--- config.mk ---
export PLATFORM = sky130hd
export DESIGN_NAME = tex_perf_collector
export DESIGN_NICKNAME = d
export VERILOG_FILES = /design/src/rtl/tex_pkg.sv /design/src/rtl/tex_lane_popcount.sv /design/src/rtl/tex_perf_collector.sv
export SDC_FILE = /design/constraint.sdc
export NUM_CORES = 1
export LEC_CHECK = 0
export BUFFER_PORTS_ARGS = -buffer_cell sky130_fd_sc_hd__buf_2
export CORE_MARGIN = 4
export CORE_UTILIZATION = 59
export DETAILED_ROUTE_END_ITERATION = 8
export GPL_TIMING_DRIVEN = 1
export PLACE_DENSITY = 0.85
export REMOVE_ABC_BUFFERS = 1
export SKIP_CTS_REPAIR_TIMING = 1
export SLEW_MARGIN = 5
export SYNTH_ARGS = -nofsm -noshare
export SYNTH_HDL_FRONTEND = slang
export SYNTH_SLANG_ARGS = --single-unit
export TNS_END_PERCENT = 1
--- constraint.sdc ---
create_clock -name clk -period 4.8 [get_ports clk]
set_input_delay 0.48 -clock clk [delete_from_list [all_inputs] [get_ports clk]]
set_output_delay 0.48 -clock clk [all_outputs]
set_load 0.1 [all_outputs]
--- src/rtl/tex_pkg.sv ---
// Shared texture-unit definitions: lane count, perf counter layout and
// outstanding-read tracker width used by the texture perf interface.
package tex_pkg;

    localparam int TEX_NUM_LANES     = 4;
    localparam int TEX_PERF_CTR_BITS = 44;
    localparam int TEX_PENDING_BITS  = 8;

    typedef struct packed {
        logic [TEX_PERF_CTR_BITS-1:0] mem_reads;
        logic [TEX_PERF_CTR_BITS-1:0] mem_latency;
        logic [TEX_PERF_CTR_BITS-1:0] stall_cycles;
    } tex_perf_t;

endpackage

--- src/rtl/tex_lane_popcount.sv ---
// Counts the active lanes of a texture memory lane mask.
module tex_lane_popcount #(
    parameter int NUM_LANES = 4,
    localparam int CNT_W    = $clog2(NUM_LANES + 1)
) (
    input  logic [NUM_LANES-1:0] mask,
    output logic [CNT_W-1:0]     count
);

    always_comb begin
        count = '0;
        for (int i = 0; i < NUM_LANES; i++) begin
            count = count + CNT_W'(mask[i]);
        end
    end

endmodule

--- src/rtl/tex_perf_collector.sv ---
// Texture-unit perf counter producer: lane reads issued, accumulated per-lane
// read latency and request stall cycles, plus the outstanding-read tracker.
module tex_perf_collector
    import tex_pkg::*;
#(
    parameter int NUM_LANES     = TEX_NUM_LANES,
    parameter int PERF_CTR_BITS = TEX_PERF_CTR_BITS,
    parameter int PENDING_BITS  = TEX_PENDING_BITS
) (
    input  logic                     clk,
    input  logic                     reset,
    input  logic                     perf_enable,
    input  logic                     tex_req_valid,
    input  logic                     tex_req_ready,
    input  logic                     mem_req_valid,
    input  logic                     mem_req_ready,
    input  logic [NUM_LANES-1:0]     mem_req_mask,
    input  logic                     mem_rsp_valid,
    input  logic                     mem_rsp_ready,
    input  logic [NUM_LANES-1:0]     mem_rsp_mask,
    output logic [PERF_CTR_BITS-1:0] mem_reads,
    output logic [PERF_CTR_BITS-1:0] mem_latency,
    output logic [PERF_CTR_BITS-1:0] stall_cycles,
    output logic [PENDING_BITS-1:0]  pending_reads
);

    localparam int CNT_W    = $clog2(NUM_LANES + 1);
    localparam int SUM_W    = ((PENDING_BITS > CNT_W) ? PENDING_BITS : CNT_W) + 2;
    localparam int PEND_MAX = (1 << PENDING_BITS) - 1;

    logic                     req_fire;
    logic                     rsp_fire;
    logic [NUM_LANES-1:0]     req_lanes;
    logic [NUM_LANES-1:0]     rsp_lanes;
    logic [CNT_W-1:0]         req_cnt;
    logic [CNT_W-1:0]         rsp_cnt;
    logic signed [SUM_W-1:0]  pending_sum;

    logic [PENDING_BITS-1:0]  pending_p1;
    logic [PERF_CTR_BITS-1:0] reads_p1;
    logic [PERF_CTR_BITS-1:0] latency_p1;
    logic [PERF_CTR_BITS-1:0] stall_p1;

    function automatic logic [PENDING_BITS-1:0] clamp_pending(
        input logic signed [SUM_W-1:0] v
    );
        if (v < 0) return '0;
        if (v > $signed(SUM_W'(PEND_MAX))) return '1;
        return v[PENDING_BITS-1:0];
    endfunction

    assign req_fire  = mem_req_valid & mem_req_ready;
    assign rsp_fire  = mem_rsp_valid & mem_rsp_ready;
    assign req_lanes = req_fire ? mem_req_mask : '0;
    assign rsp_lanes = rsp_fire ? mem_rsp_mask : '0;

    tex_lane_popcount #(.NUM_LANES(NUM_LANES)) u_req_popcount (
        .mask  (req_lanes),
        .count (req_cnt)
    );

    tex_lane_popcount #(.NUM_LANES(NUM_LANES)) u_rsp_popcount (
        .mask  (rsp_lanes),
        .count (rsp_cnt)
    );

    assign pending_sum = SUM_W'(pending_p1) + SUM_W'(req_cnt) - SUM_W'(rsp_cnt);

    // Stage p1: tracker always follows traffic; counters only advance when enabled.
    // Latency uses the pre-update pending count so a lane counts from issue+1 to its response.
    always_ff @(posedge clk or negedge reset) begin
        if (!reset) begin
            pending_p1 <= '0;
            reads_p1   <= '0;
            latency_p1 <= '0;
            stall_p1   <= '0;
        end else begin
            pending_p1 <= clamp_pending(pending_sum);
            if (perf_enable) begin
                reads_p1   <= reads_p1 + PERF_CTR_BITS'(req_cnt);
                latency_p1 <= latency_p1 + PERF_CTR_BITS'(pending_p1);
                if (tex_req_valid && !tex_req_ready) begin
                    stall_p1 <= stall_p1 + PERF_CTR_BITS'(1);
                end
            end
        end
    end

    always @(posedge clk) begin
        if (reset) begin
            assert (pending_sum >= 0)
                else $warning("tex_perf_collector: response for more lanes than outstanding");
            assert (pending_sum <= $signed(SUM_W'(PEND_MAX)))
                else $warning("tex_perf_collector: outstanding read count exceeds tracker range");
        end
    end

    assign mem_reads     = reads_p1;
    assign mem_latency   = latency_p1;
    assign stall_cycles  = stall_p1;
    assign pending_reads = pending_p1;

endmodule

After elaboration in Yosys (flattened, before gate mapping). Index checks and enable logic that the tools add are counted.

Flip-flop bits (word level): 140. Bits of input ports: 17. Output and inout bits: 140.

Add/sub/neg operators: 11. Order comparisons: 2. Multiplexer cells: 9. Bitwise logic cells: 2. Reduce and logical (&&, ||, !) cells: 3.

Operators by type and width (count): $add 44x1->44 const B (1); $add 44x3->44 (1); $add 44x8->44 (1); $mux 8 (4); $add 3x1->3 (4); $gt 10x9->1 const B (1); $lt 10x1->1 const B (1); $sub 9x3->10 (1); $add 8x3->9 (1); $mux 4 (2); $add 1x1->2 (2); $mux 1 (3); $and 1x1->1 (2); $reduce_and 2->1 (1); $logic_and 1x1->1 (1); $logic_not 1->1 (1).

Logic depth before layout (Yosys ltp).
Word-level depth: 12. Gate-level depth with buffers: 15. Gate-level depth less buffers: 15.

By module. From an unflattened synthesis, not the netlist that was laid out.

Cell total of the unflattened synthesis: 681. Area total of the unflattened synthesis: 7236.9 um^2.

Modules (own cells, without submodules): tex_perf_collector (times used 1, cells an instance 665, area each 7109.3 um^2, sequential area each 3503.4 um^2); tex_lane_popcount (times used 2, cells an instance 8, area each 63.8 um^2, sequential area each 0.0 um^2).

Worst setup path before layout. No wires, ideal clock.

Path type: input -> register. Start point: input port mem_rsp_mask[0]. End point: register pending_p1[7], in the netlist pending_reads[7]. Setup time: 0.149 ns. Arrival time: 3.544 ns. Required time: 4.651 ns. Slack: 1.107 ns. Stages on the path: 14. Path buffers: 0. Cells stage by stage: and3_1 > ha_1 > inv_1 > fa_1 > inv_1 > ha_1 > fa_1 > inv_1 > fa_1 > a211oi_1 > nor3_1 > mux2i_1 > nor2_1 > a32oi_1.

Longest elaborated chain between the ends: 10. Elaborated cells between the ends (all ways): 13.

Ends and longest elaborated chain: start, declared (line tex_perf_collector.sv:20) `input logic [NUM_LANES-1:0] mem_rsp_mask,`; $mux 4 * (line tex_perf_collector.sv:55) `assign rsp_lanes = rsp_fire ? mem_rsp_mask : '0;`; $add 1x1->2 * (line tex_lane_popcount.sv:13) `count = count + CNT_W'(mask[i]);`; $add 3x1->3 * (2 in a row) (line tex_lane_popcount.sv:13); $sub 9x3->10 * (line tex_perf_collector.sv:67) `assign pending_sum = SUM_W'(pending_p1) + SUM_W'(req_cnt) - SUM_W'(rsp_cnt);`; $gt 10x9->1 (line tex_perf_collector.sv:48) `if (v > $signed(SUM_W'(PEND_MAX))) return '1;`; $mux 1 (2 in a row) (line tex_perf_collector.sv:48); $mux 8 (line tex_perf_collector.sv:49) `return v[PENDING_BITS-1:0];`; $mux 8 * (line tex_perf_collector.sv:48); end signal, assigned (line tex_perf_collector.sv:78) `pending_p1 <= clamp_pending(pending_sum);`; end, declared (line tex_perf_collector.sv:39) `logic [PENDING_BITS-1:0] pending_p1;`.

Mark *: on every way between the ends. The rest lies on a longest branch, timed or not. The select of a mux whose other input is x is not followed. A chain may end at the register's enable or synchronous reset.

Worst setup path after layout.
Start point: input port mem_rsp_valid. End point: register pending_p1[7], in the netlist pending_reads[7].

Longest elaborated chain between the ends: 11. Elaborated cells between the ends (all ways): 14.

Ends and longest elaborated chain: start, declared (line tex_perf_collector.sv:18) `input logic mem_rsp_valid,`; $and 1x1->1 * (line tex_perf_collector.sv:53) `assign rsp_fire = mem_rsp_valid & mem_rsp_ready;`; $mux 4 * (line tex_perf_collector.sv:55); $add 1x1->2 (line tex_lane_popcount.sv:13); $add 3x1->3 (line tex_lane_popcount.sv:13); $add 3x1->3 * (line tex_lane_popcount.sv:13); $sub 9x3->10 * (line tex_perf_collector.sv:67); $gt 10x9->1 (line tex_perf_collector.sv:48); $mux 1 (2 in a row) (line tex_perf_collector.sv:48); $mux 8 (line tex_perf_collector.sv:49); $mux 8 * (line tex_perf_collector.sv:48).

Marked as above.

==> flow_summary.json <==
{
  "worstPathRequired_ns": 5.06,
  "chipWidth_um": 119,
  "grt_pass1_vias": 5903,
  "cts_buffer_depth": 2,
  "dieHeight_um": 119,
  "timing.hold.ws_ns": 0.172,
  "maxCapViolCount": 0,
  "status": "finished clean",
  "grt_max_degree": 100,
  "cts_tree": "done",
  "syn_area_per_cell_um2": 10.9,
  "firstDrtPassIters": 4,
  "fin_worst_skew_ns": 0.00601,
  "io_pins": 157,
  "synth_flop_cell": "dfrtp_1",
  "worstMarginPinSlew_ns": 1.02,
  "setup-tns-final_ns": 0,
  "wl_mm": 16.9,
  "synth.distinct_cells": 59,
  "ant_nets": 0,
  "die_area_um2": 14200,
  "fill_cells": 833,
  "cts-root-buf": "clkbuf_16",
  "path_max_fanout": 6,
  "numCtsBuffers": 17,
  "utilization_pct": 73.6,
  "async_reset_ff_share_pct": 100,
  "wl_per_cell_um": 16.6,
  "worstSkewPairLatency_ns": 0.41,
  "yosysSeqAreaShare_pct": 48.0,
  "drv_slew": 0,
  "min_period_ns": 3.62,
  "nets": 883,
  "vias_per_cell": 5.70,
  "layout_common_cells": "buf_2 (155), dfrtp_1 (140), xnor2_1 (91), nand2_1 (48), nand4_1 (46)",
  "total_power_uw": 5420,
  "design_area_um2": 8880,
  "end_kind": "flip-flop",
  "place.gp.congestion": 0.873,
  "rr_startpoint": "pending_reads[1]",
  "cts.sinks": 140,
  "synth-edff-count": 0,
  "r2r_slack_ns": 1.96,
  "start_kind": "input pin",
  "port_buffers": 156,
  "reg2reg_depth": 9,
  "p_leak_uw": 0.00458,
  "fmax_ghz": 0.276,
  "drt_iter0_drc": 416,
  "grt-ovfl-total": 0,
  "layout.cells.most_common": "buf_2",
  "rows": 40,
  "drc": 0,
  "diodes": 0,
  "relSlewSlack_pct": 32.0,
  "setup_viol": 0,
  "initial_core_util_pct": 60.5,
  "syn_inst": 667,
  "path_clk_slew_ns": 0.05,
  "ys_seq_elements": 140,
  "htreeDepth": 4,
  "cp.arrival_ns": 3.89,
  "hold_viol": 0,
  "core_um2": 12100,
  "synthesis.area_um2": 7300,
  "grt_pass1_wl_mm": 28.6,
  "ir_worst_vdd_uv": 731,
  "layout-drive-gt1-share_pct": 26.3,
  "dpl.hpwl_mm": 11.9,
  "reg2reg_to": "pending_reads[7]",
  "place_area_um2": 8240,
  "criticalPathCategory": "input pin to flip-flop",
  "powerDensity_nw_per_um2": 611,
  "post-route-period-util_pct": 75.5,
  "grt_antenna_before_repair": 0,
  "yosysWarnings": 0,
  "area_growth_pct": 21.6,
  "rsz0062_at_grt": "no",
  "hp-class": "input pin to asynchronous set/reset pin",
  "vias": 5779,
  "grtUsageTotal_pct": 24.5
}
==> area by class of cell <==
class / instances / area [µm²] / area share, %
inverters: 41 / 154 / 1.73
well taps: 168 / 210 / 2.37
repair buffers: 157 / 795 / 8.95
clock buffers: 26 / 509 / 5.73
clock inverters: 6 / 130 / 1.47
flip-flops and latches: 140 / 3500 / 39.5
multi-input cells: 475 / 3580 / 40.3
==> where the power goes <==
| group | switching [µW] | total [µW] | internal, µW |
|---|---|---|---|
| sequential | 163 | 1490 | 1330 |
| combinational | 1840 | 2520 | 682 |
| clock | 469 | 1410 | 938 |
| total | 2470 | 5420 | 2950 |
==> synthesized netlist by cell type (3+ instances only) <==
cell type,instances,area share [%]
a211oi_1,3,0.31
a21o_1,10,1.0
a21oi_1,16,1.1
a22oi_1,5,0.51
a31oi_1,3,0.26
and2_1,3,0.26
and3_1,19,1.6
and4_1,8,0.96
buf_2,4,0.27
buf_4,3,0.31
dfrtp_1,140,48
fa_1,7,1.9
ha_1,27,4.6
inv_1,40,2.1
mux2_2,8,1.2
mux2i_1,3,0.41
nand2_1,48,2.5
nand3_1,33,2.3
nand3_2,3,0.41
nand4_1,46,3.9
nor2_1,24,1.2
nor2b_1,3,0.26
nor3_1,21,1.4
nor3_2,4,0.55
nor4_1,6,0.51
nor4_2,4,0.69
o21a_1,5,0.51
o21ai_0,5,0.34
or2_2,3,0.26
xnor2_1,91,11
xor2_1,39,4.7
==> per-layer routing <==
metal  GRT usage [%]  vias to the layer above  part of all wire, %
li1                -                     2671                    -
met1            30.9                     2881                   42
met2            40.2                      180                   50
met3            5.41                       47                  5.6
met4            11.3                        0                  2.9
met5               0                        -                    0
==> logic make-up (layout without fill, tap and decap cells) <==
group,Yosys count,count (layout),share of synthesized area [%]
fa+ha+maj,34,34,6.55
compound gates,57,57,5.21
mux,11,11,1.65
xor+xnor,130,130,15.6
simple gates,243,243,20.0
flops,140,140,48.0
buf+inv,52,230,3.00
==> worst max-delay path, cell delays in order <==
cell      delay [ns]
buf_2           0.12
and3_1          0.16
ha_1            0.27
inv_1           0.05
fa_1            0.37
inv_1           0.06
ha_1            0.24
fa_1            0.52
inv_1           0.07
fa_1            0.47
a211oi_1        0.32
nor3_1          0.10
mux2i_1         0.17
nor2_1          0.33
a32oi_1         0.15
==> through the flow <==
step | setup slack, ns | instances
3_3_place_gp | 0.824 | 981
5_1_grt | 0.939 | 1013
4_1_cts | 1.17 | 1013
6_report | 1.18 | 1013
3_5_place_dp | 0.741 | 981
2_1_floorplan | 1.11 | 656
==> sequential cells by signal, summed over array words and instances (netlist names) <==
name           count
pending_reads      8
stall_cycles      44
mem_latency       44
mem_reads         44
==> worst max path at each step <==
| stage | end | depth (start not counted) | from |
|---|---|---|---|
| 5_1_grt | pending_reads[7] | 15 | mem_rsp_valid |
| 3_3_place_gp | pending_reads[7] | 15 | mem_rsp_valid |
| 6_report | pending_reads[7] | 15 | mem_rsp_valid |
| 4_1_cts | pending_reads[7] | 15 | mem_rsp_valid |
| 2_1_floorplan | pending_reads[7] | 14 | mem_rsp_mask[0] |
| 3_5_place_dp | pending_reads[7] | 15 | mem_rsp_valid |
(Power assumes the default switching activity.)
